`config.mk`:
```
export PLATFORM = sky130hd
export DESIGN_NAME = change_dispenser_flat
export DESIGN_NICKNAME = d
export VERILOG_FILES = /design/src/rtl/change_dispenser_if.sv /design/src/rtl/change_dispenser.sv /design/src/flat_wrapper.sv
export SDC_FILE = /design/constraint.sdc
export NUM_CORES = 1
export LEC_CHECK = 0
export BUFFER_PORTS_ARGS = -buffer_cell sky130_fd_sc_hd__buf_2
export CORE_ASPECT_RATIO = 0.6
export CORE_MARGIN = 8
export CORE_UTILIZATION = 63
export CTS_BUF_LIST = sky130_fd_sc_hd__clkbuf_4
export CTS_CLUSTER_DIAMETER = 200
export DETAILED_ROUTE_END_ITERATION = 12
export PLACE_DENSITY = 0.95
export SLEW_MARGIN = 20
export SYNTH_ARGS = -nofsm -noshare
export SYNTH_HDL_FRONTEND = slang
export SYNTH_SLANG_ARGS = --single-unit
```
`constraint.sdc`:
```
create_clock -name clk -period 3.5 [get_ports clk]
set_input_delay 0.35 -clock clk [delete_from_list [all_inputs] [get_ports clk]]
set_output_delay 0.35 -clock clk [all_outputs]
set_load 0.005 [all_outputs]
```
`src/rtl/change_dispenser_if.sv`:
```
// Bus between the vending controller/hopper side and the change dispenser:
// payout request, refill, per-coin hopper handshake and status/stock reporting.
interface change_dispenser_if;
  logic       start;
  logic [7:0] amount;
  logic       refill;
  logic       hopper_ack;
  logic [2:0] coin_out;
  logic       busy;
  logic       done;
  logic       fault;
  logic [7:0] remaining;
  logic [7:0] paid_total;
  logic [7:0] stock5;
  logic [7:0] stock2;
  logic [7:0] stock1;

  modport master (
    output start, amount, refill, hopper_ack,
    input  coin_out, busy, done, fault, remaining, paid_total,
           stock5, stock2, stock1
  );

  modport slave (
    input  start, amount, refill, hopper_ack,
    output coin_out, busy, done, fault, remaining, paid_total,
           stock5, stock2, stock1
  );
endinterface

```
`src/rtl/change_dispenser.sv`:
```
// Change dispenser: pays a requested amount out of three coin tubes
// (5/2/1 zl), largest coin first, one eject pulse + hopper acknowledge per
// coin. Tracks per-tube stock and flags shortfall or hopper timeout.
module change_dispenser #(
  parameter int PULSE_CYCLES = 4,
  parameter int ACK_TIMEOUT  = 1000,
  parameter int INIT_STOCK   = 20
) (
  input logic                clk,
  input logic                reset,
  change_dispenser_if.slave  bus
);

  localparam int PW = (PULSE_CYCLES > 1) ? $clog2(PULSE_CYCLES) : 1;
  localparam int TW = (ACK_TIMEOUT  > 1) ? $clog2(ACK_TIMEOUT)  : 1;
  localparam logic [PW-1:0] PULSE_LAST = PW'(PULSE_CYCLES - 1);
  localparam logic [TW-1:0] ACK_LAST   = TW'(ACK_TIMEOUT - 1);
  localparam logic [7:0]    STOCK_FULL = 8'(INIT_STOCK);

  typedef enum logic [2:0] {
    IDLE, SELECT, PULSE, WAIT_ACK, FINISH, FAULT
  } state_t;

  state_t        state;
  logic [2:0]    coin_sel;
  logic [PW-1:0] pulse_cnt;
  logic [TW-1:0] tmo_cnt;
  logic [2:0]    coin_out;
  logic          busy;
  logic          done;
  logic          fault;
  logic [7:0]    remaining;
  logic [7:0]    paid_total;
  logic [7:0]    stock5;
  logic [7:0]    stock2;
  logic [7:0]    stock1;

  // Greedy choice: largest coin that still fits the owed amount and is in
  // stock; all-zero means nothing can be paid (shortfall).
  function automatic logic [2:0] pick_coin(input logic [7:0] rem,
                                           input logic [7:0] s5,
                                           input logic [7:0] s2,
                                           input logic [7:0] s1);
    if (rem >= 8'd5 && s5 != 8'd0)      return 3'b100;
    else if (rem >= 8'd2 && s2 != 8'd0) return 3'b010;
    else if (rem >= 8'd1 && s1 != 8'd0) return 3'b001;
    else                                return 3'b000;
  endfunction

  // Face value in zl of a one-hot coin select.
  function automatic logic [7:0] coin_value(input logic [2:0] sel);
    case (sel)
      3'b100:  return 8'd5;
      3'b010:  return 8'd2;
      default: return 8'd1;
    endcase
  endfunction

  logic [2:0] next_coin;
  assign next_coin = pick_coin(remaining, stock5, stock2, stock1);

  // Payout FSM with all outputs and stock counters registered.
  always_ff @(posedge clk or posedge reset) begin
    if (reset) begin
      state      <= IDLE;
      coin_sel   <= 3'b000;
      pulse_cnt  <= '0;
      tmo_cnt    <= '0;
      coin_out   <= 3'b000;
      busy       <= 1'b0;
      done       <= 1'b0;
      fault      <= 1'b0;
      remaining  <= 8'd0;
      paid_total <= 8'd0;
      stock5     <= STOCK_FULL;
      stock2     <= STOCK_FULL;
      stock1     <= STOCK_FULL;
    end else begin
      done <= 1'b0;
      case (state)
        IDLE: begin
          if (bus.refill) begin
            stock5 <= STOCK_FULL;
            stock2 <= STOCK_FULL;
            stock1 <= STOCK_FULL;
          end
          if (bus.start) begin
            remaining  <= bus.amount;
            paid_total <= 8'd0;
            fault      <= 1'b0;
            busy       <= 1'b1;
            state      <= SELECT;
          end
        end
        SELECT: begin
          if (remaining == 8'd0) begin
            done  <= 1'b1;
            state <= FINISH;
          end else if (next_coin != 3'b000) begin
            coin_sel  <= next_coin;
            coin_out  <= next_coin;
            pulse_cnt <= '0;
            state     <= PULSE;
          end else begin
            fault <= 1'b1;
            done  <= 1'b1;
            state <= FAULT;
          end
        end
        PULSE: begin
          if (pulse_cnt == PULSE_LAST) begin
            coin_out <= 3'b000;
            tmo_cnt  <= '0;
            state    <= WAIT_ACK;
          end else begin
            pulse_cnt <= pulse_cnt + 1'b1;
          end
        end
        WAIT_ACK: begin
          if (bus.hopper_ack) begin
            remaining  <= remaining - coin_value(coin_sel);
            paid_total <= paid_total + coin_value(coin_sel);
            case (coin_sel)
              3'b100:  stock5 <= stock5 - 8'd1;
              3'b010:  stock2 <= stock2 - 8'd1;
              default: stock1 <= stock1 - 8'd1;
            endcase
            tmo_cnt <= '0;
            state   <= SELECT;
          end else if (tmo_cnt == ACK_LAST) begin
            tmo_cnt <= '0;
            fault   <= 1'b1;
            done    <= 1'b1;
            state   <= FAULT;
          end else begin
            tmo_cnt <= tmo_cnt + 1'b1;
          end
        end
        FINISH, FAULT: begin
          busy  <= 1'b0;
          state <= IDLE;
        end
        default: begin
          coin_out <= 3'b000;
          busy     <= 1'b0;
          state    <= IDLE;
        end
      endcase
    end
  end

  assign bus.coin_out   = coin_out;
  assign bus.busy       = busy;
  assign bus.done       = done;
  assign bus.fault      = fault;
  assign bus.remaining  = remaining;
  assign bus.paid_total = paid_total;
  assign bus.stock5     = stock5;
  assign bus.stock2     = stock2;
  assign bus.stock1     = stock1;

endmodule
```
`src/flat_wrapper.sv`:
```
// flat-port wrapper written by rule: the top's interface ports become plain ports
module change_dispenser_flat 
#(
  parameter int PULSE_CYCLES = 4,
  parameter int ACK_TIMEOUT  = 1000,
  parameter int INIT_STOCK   = 20
)
  (clk, reset, bus_start, bus_amount, bus_refill, bus_hopper_ack, bus_coin_out, bus_busy, bus_done, bus_fault, bus_remaining, bus_paid_total, bus_stock5, bus_stock2, bus_stock1);
  change_dispenser_if bus_i ();
  input logic clk;
  input logic reset;
  input wire logic [$bits(bus_i.start)-1:0] bus_start;
  input wire logic [$bits(bus_i.amount)-1:0] bus_amount;
  input wire logic [$bits(bus_i.refill)-1:0] bus_refill;
  input wire logic [$bits(bus_i.hopper_ack)-1:0] bus_hopper_ack;
  output wire logic [$bits(bus_i.coin_out)-1:0] bus_coin_out;
  output wire logic [$bits(bus_i.busy)-1:0] bus_busy;
  output wire logic [$bits(bus_i.done)-1:0] bus_done;
  output wire logic [$bits(bus_i.fault)-1:0] bus_fault;
  output wire logic [$bits(bus_i.remaining)-1:0] bus_remaining;
  output wire logic [$bits(bus_i.paid_total)-1:0] bus_paid_total;
  output wire logic [$bits(bus_i.stock5)-1:0] bus_stock5;
  output wire logic [$bits(bus_i.stock2)-1:0] bus_stock2;
  output wire logic [$bits(bus_i.stock1)-1:0] bus_stock1;
  assign bus_i.start = bus_start;
  assign bus_i.amount = bus_amount;
  assign bus_i.refill = bus_refill;
  assign bus_i.hopper_ack = bus_hopper_ack;
  assign bus_coin_out = bus_i.coin_out;
  assign bus_busy = bus_i.busy;
  assign bus_done = bus_i.done;
  assign bus_fault = bus_i.fault;
  assign bus_remaining = bus_i.remaining;
  assign bus_paid_total = bus_i.paid_total;
  assign bus_stock5 = bus_i.stock5;
  assign bus_stock2 = bus_i.stock2;
  assign bus_stock1 = bus_i.stock1;
  change_dispenser #(.PULSE_CYCLES(PULSE_CYCLES), .ACK_TIMEOUT(ACK_TIMEOUT), .INIT_STOCK(INIT_STOCK)) u_core (.clk(clk), .reset(reset), .bus(bus_i));
endmodule
```
==> impl_metrics.py <==
metrics = {
    "global_routing": {
        "gr-usage-met1_pct": 29.1,
        "grt_max_degree": 51,
        "antenna_found_initial": 0,
        "grt_pass1_vias": 3132,
        "grt_overflow": 0,
        "busiest_layer": "met2",
        "grt_pass1_wl_um": 14700,
        "track_usage_pct": 22.2,
        "use_met2_pct": 33.8,
        "met3_usage_pct": 7.14,
    },
    "worst_setup_path": {
        "criticalPathCategory": "flip-flop to flip-flop",
        "cp.depth": 5,
        "r2r_cells": 5,
        "end_kind": "flip-flop",
        "cp.required_ps": 3850,
        "cp_slowest_cell": "nor4_1",
        "critPathArrivalTime_ps": 2840,
        "r2r_end": "u_core.bus.coin_out[2]",
        "critPathLaunchType": "flip-flop",
        "critPathMaxFanout": 7,
        "reg2reg_from": "u_core.bus.stock5[3]",
        "startpoint": "u_core.bus.stock5[3]",
        "worstSetupEndpoint": "u_core.bus.coin_out[2]",
        "slowest_delay_ps": 530,
        "crit_family": "simple AND/OR/NAND/NOR gates",
        "path_cells": "nor4_1, nor4bb_1, o21ai_1, o21ai_1, a32o_1",
        "crit_buf_inv": 0,
        "cp_common_cell": "o21ai_1",
        "r2r_slack_ps": 1010,
    },
    "timing": {
        "period_share_pct": 71.2,
        "relSlewSlack_pct": 29.7,
        "finalSetupViolCount": 0,
        "fin_hold_ws_ps": 47.3,
        "drv_slew": 0,
        "setup_tns_ps": 0,
        "fin_crit_ps": 2490,
        "finalClockSkew_ps": 17.8,
        "grt_setup_unrepaired": "no",
        "hold_viol": 0,
        "tightest_slew_ps": 1040,
        "max_freq_mhz": 401,
    },
    "clocking": {
        "clock_latency_ps": 420,
        "clk_pin_slew_worst_paths_ps": 120,
        "cts_tree": "built",
        "cts_made_buffers": 9,
        "h-tree-depth": 3,
        "postCtsResizedCells": 0,
        "clkSinkCount": 64,
        "clock-root-buffer": "clkbuf_4",
        "hold_buffers": 0,
        "cts_max_path_buffers": 2,
        "post_cts_buffers": 0,
    },
    "logic_synthesis": {
        "synthFlopType": "dfrtp_1",
        "ys_seq_area_share_pct": 46.1,
        "synth_cells": 366,
        "synth_top_area_share_pct": 41.6,
        "synth.area.top_cells": "dfrtp_1 42%, nand2_1 4.8%, dfstp_2 4.5%",
        "yosys_warnings": 0,
        "ys_ff_latch": 64,
        "synth_top_area_cell": "dfrtp_1",
        "syn-cell-area_um2": 3490,
        "syn_avg_cell_area_um2": 9.53,
        "synth_edf_count": 0,
        "syn-num-nets": 392,
        "ys_async_sr_fraction_pct": 100,
        "synth.distinct_cells": 55,
    },
    "floorplan": {
        "die_w_um": 112,
        "fp.dieH_um": 73.6,
        "dieArea_um2": 8250,
        "num_rows": 21,
        "io-pin-count": 59,
        "core_area_um2": 5470,
        "start_util_pct": 63.8,
    },
    "layout": {
        "nNetsFinal": 455,
        "drive_gt1_share_pct": 22.4,
        "area_growth_pct": 14.6,
        "antenna_cells": 0,
        "fill_cells": 393,
    },
    "routing": {
        "vias_per_cell": 6.08,
        "drtPass1Iterations": 5,
        "detail_route.wl_per_cell_um": 17.3,
        "drt-initial-drc-count": 264,
        "drc": 0,
        "antenna_left": 0,
        "totalWireLength_um": 8680,
        "vias": 3060,
    },
    "placement": {
        "portBuffers": 58,
        "dpl.hpwl_um": 6440,
        "place_congestion": 0.892,
    },
    "worst_hold_path": {
        "min_path_type": "input pin to asynchronous set/reset pin",
    },
    "outcome": {
        "status": "complete, no violations",
    },
    "job": {
        "cap_violations": 0,
    },
    "pwr": {
        "ir_drop_v": 0.000395,
        "powerDensity_nw_per_um2": 792,
        "p_leak_nw": 1.85,
    },
}
-- placed cells by master (no fill, tap or decap), drive strengths merged, types with 10 or more instances in the layout --
master / n
xnor2: 11
nand3: 14
nand2: 45
nor2: 33
clkbuf: 10
a21oi: 16
ha: 11
xor2: 12
o21ai: 28
buf: 62
dfrtp: 58
inv: 16
-- per-layer routing --
| layer | wire length (µm) | part of all wire, % |
|---|---|---|
| met4 | 102 | 1.2 |
| met1 | 3950 | 46 |
| met2 | 3900 | 45 |
| met5 | 0 | 0 |
| met3 | 727 | 8.4 |
-- final cells by class --
cell class	count	area [µm²]	area share, %
clock buffer	10	75.1	1.88
clock inverter	6	60.1	1.50
inverter	17	65.1	1.63
multi-input combinational	275	1780	44.6
sequential	64	1610	40.3
tap	69	86.3	2.16
timing repair buffer	62	320	8.02
-- sequential cells by signal (all words and copies together), names as in the netlist --
| register | cells |
|---|---|
| u_core.bus.done | 1 |
| u_core.state | 3 |
| u_core.bus.stock5 | 8 |
| u_core.pulse_cnt | 2 |
| u_core.bus.stock1 | 8 |
| u_core.tmo_cnt | 10 |
| u_core.bus.stock2 | 8 |
| u_core.bus.coin_out | 3 |
| u_core.bus.paid_total | 8 |
| u_core.bus.remaining | 8 |
| u_core.bus.fault | 1 |
| u_core.bus.busy | 1 |
| u_core.coin_sel | 3 |
-- stage by stage --
step	power (mW)	utilization (%)	setup slack, ps	std cells	cell area [µm²]
finish	3.16	73.1	1010	503	4000
global route	3.41	73.1	836	503	4000
CTS	3.16	73.1	1040	503	4000
detailed placement	2.65	70.6	1130	487	3860
global placement	2.57	70.6	1220	487	3860
floorplan	2.17	-	1360	366	3490
-- worst min-delay path by stage --
stage                 startpoint                    to  slack, ps  cells past startpoint
2_1_floorplan     bus_hopper_ack     u_core.tmo_cnt[8]        450                      1
3_3_place_gp   u_core.tmo_cnt[8]     u_core.tmo_cnt[8]        470                      1
3_5_place_dp   u_core.tmo_cnt[8]     u_core.tmo_cnt[8]        480                      1
4_1_cts                    reset   u_core.pulse_cnt[1]        190                      2
5_1_grt                    reset   u_core.pulse_cnt[1]        130                      2
6_report                   reset  u_core.bus.stock1[6]         50                      2
-- cells in the mapped netlist, drive strengths merged (4+ instances only) --
master / instances
dfrtp: 58
nand2: 45
nor2: 33
o21ai: 28
inv: 17
a21oi: 16
nand3: 14
xor2: 12
ha: 11
xnor2: 11
clkbuf: 8
nor2b: 8
nor3: 8
o31ai: 8
or3: 8
nor4b: 7
dfstp: 6
nand2b: 6
nor4: 5
or4: 5
or3b: 4
-- report_power, final --
part	switching, mW	internal [mW]	total (mW)
registers	0.281	0.980	1.26
logic	0.823	0.578	1.40
clock network	0.281	0.222	0.503
total	1.39	1.78	3.16
-- cell families (layout without fill, tap and decap cells) --
group	Yosys count	in the layout	synth area share [%]
buf+inv	27	95	2.98
xor+xnor	23	23	5.78
mux	2	2	0.574
simple gates	156	156	23.9
compound gates	81	81	15.5
fa+ha+maj	13	13	5.10
flops	64	64	46.1
-- worst reg2reg max path, stage by stage, from the launching register on --
cell	delay, ps
dfrtp_1	440
nor4_1	530
nor4bb_1	480
o21ai_1	260
o21ai_1	460
a32o_1	250
Power figures use the tool's default switching activity.
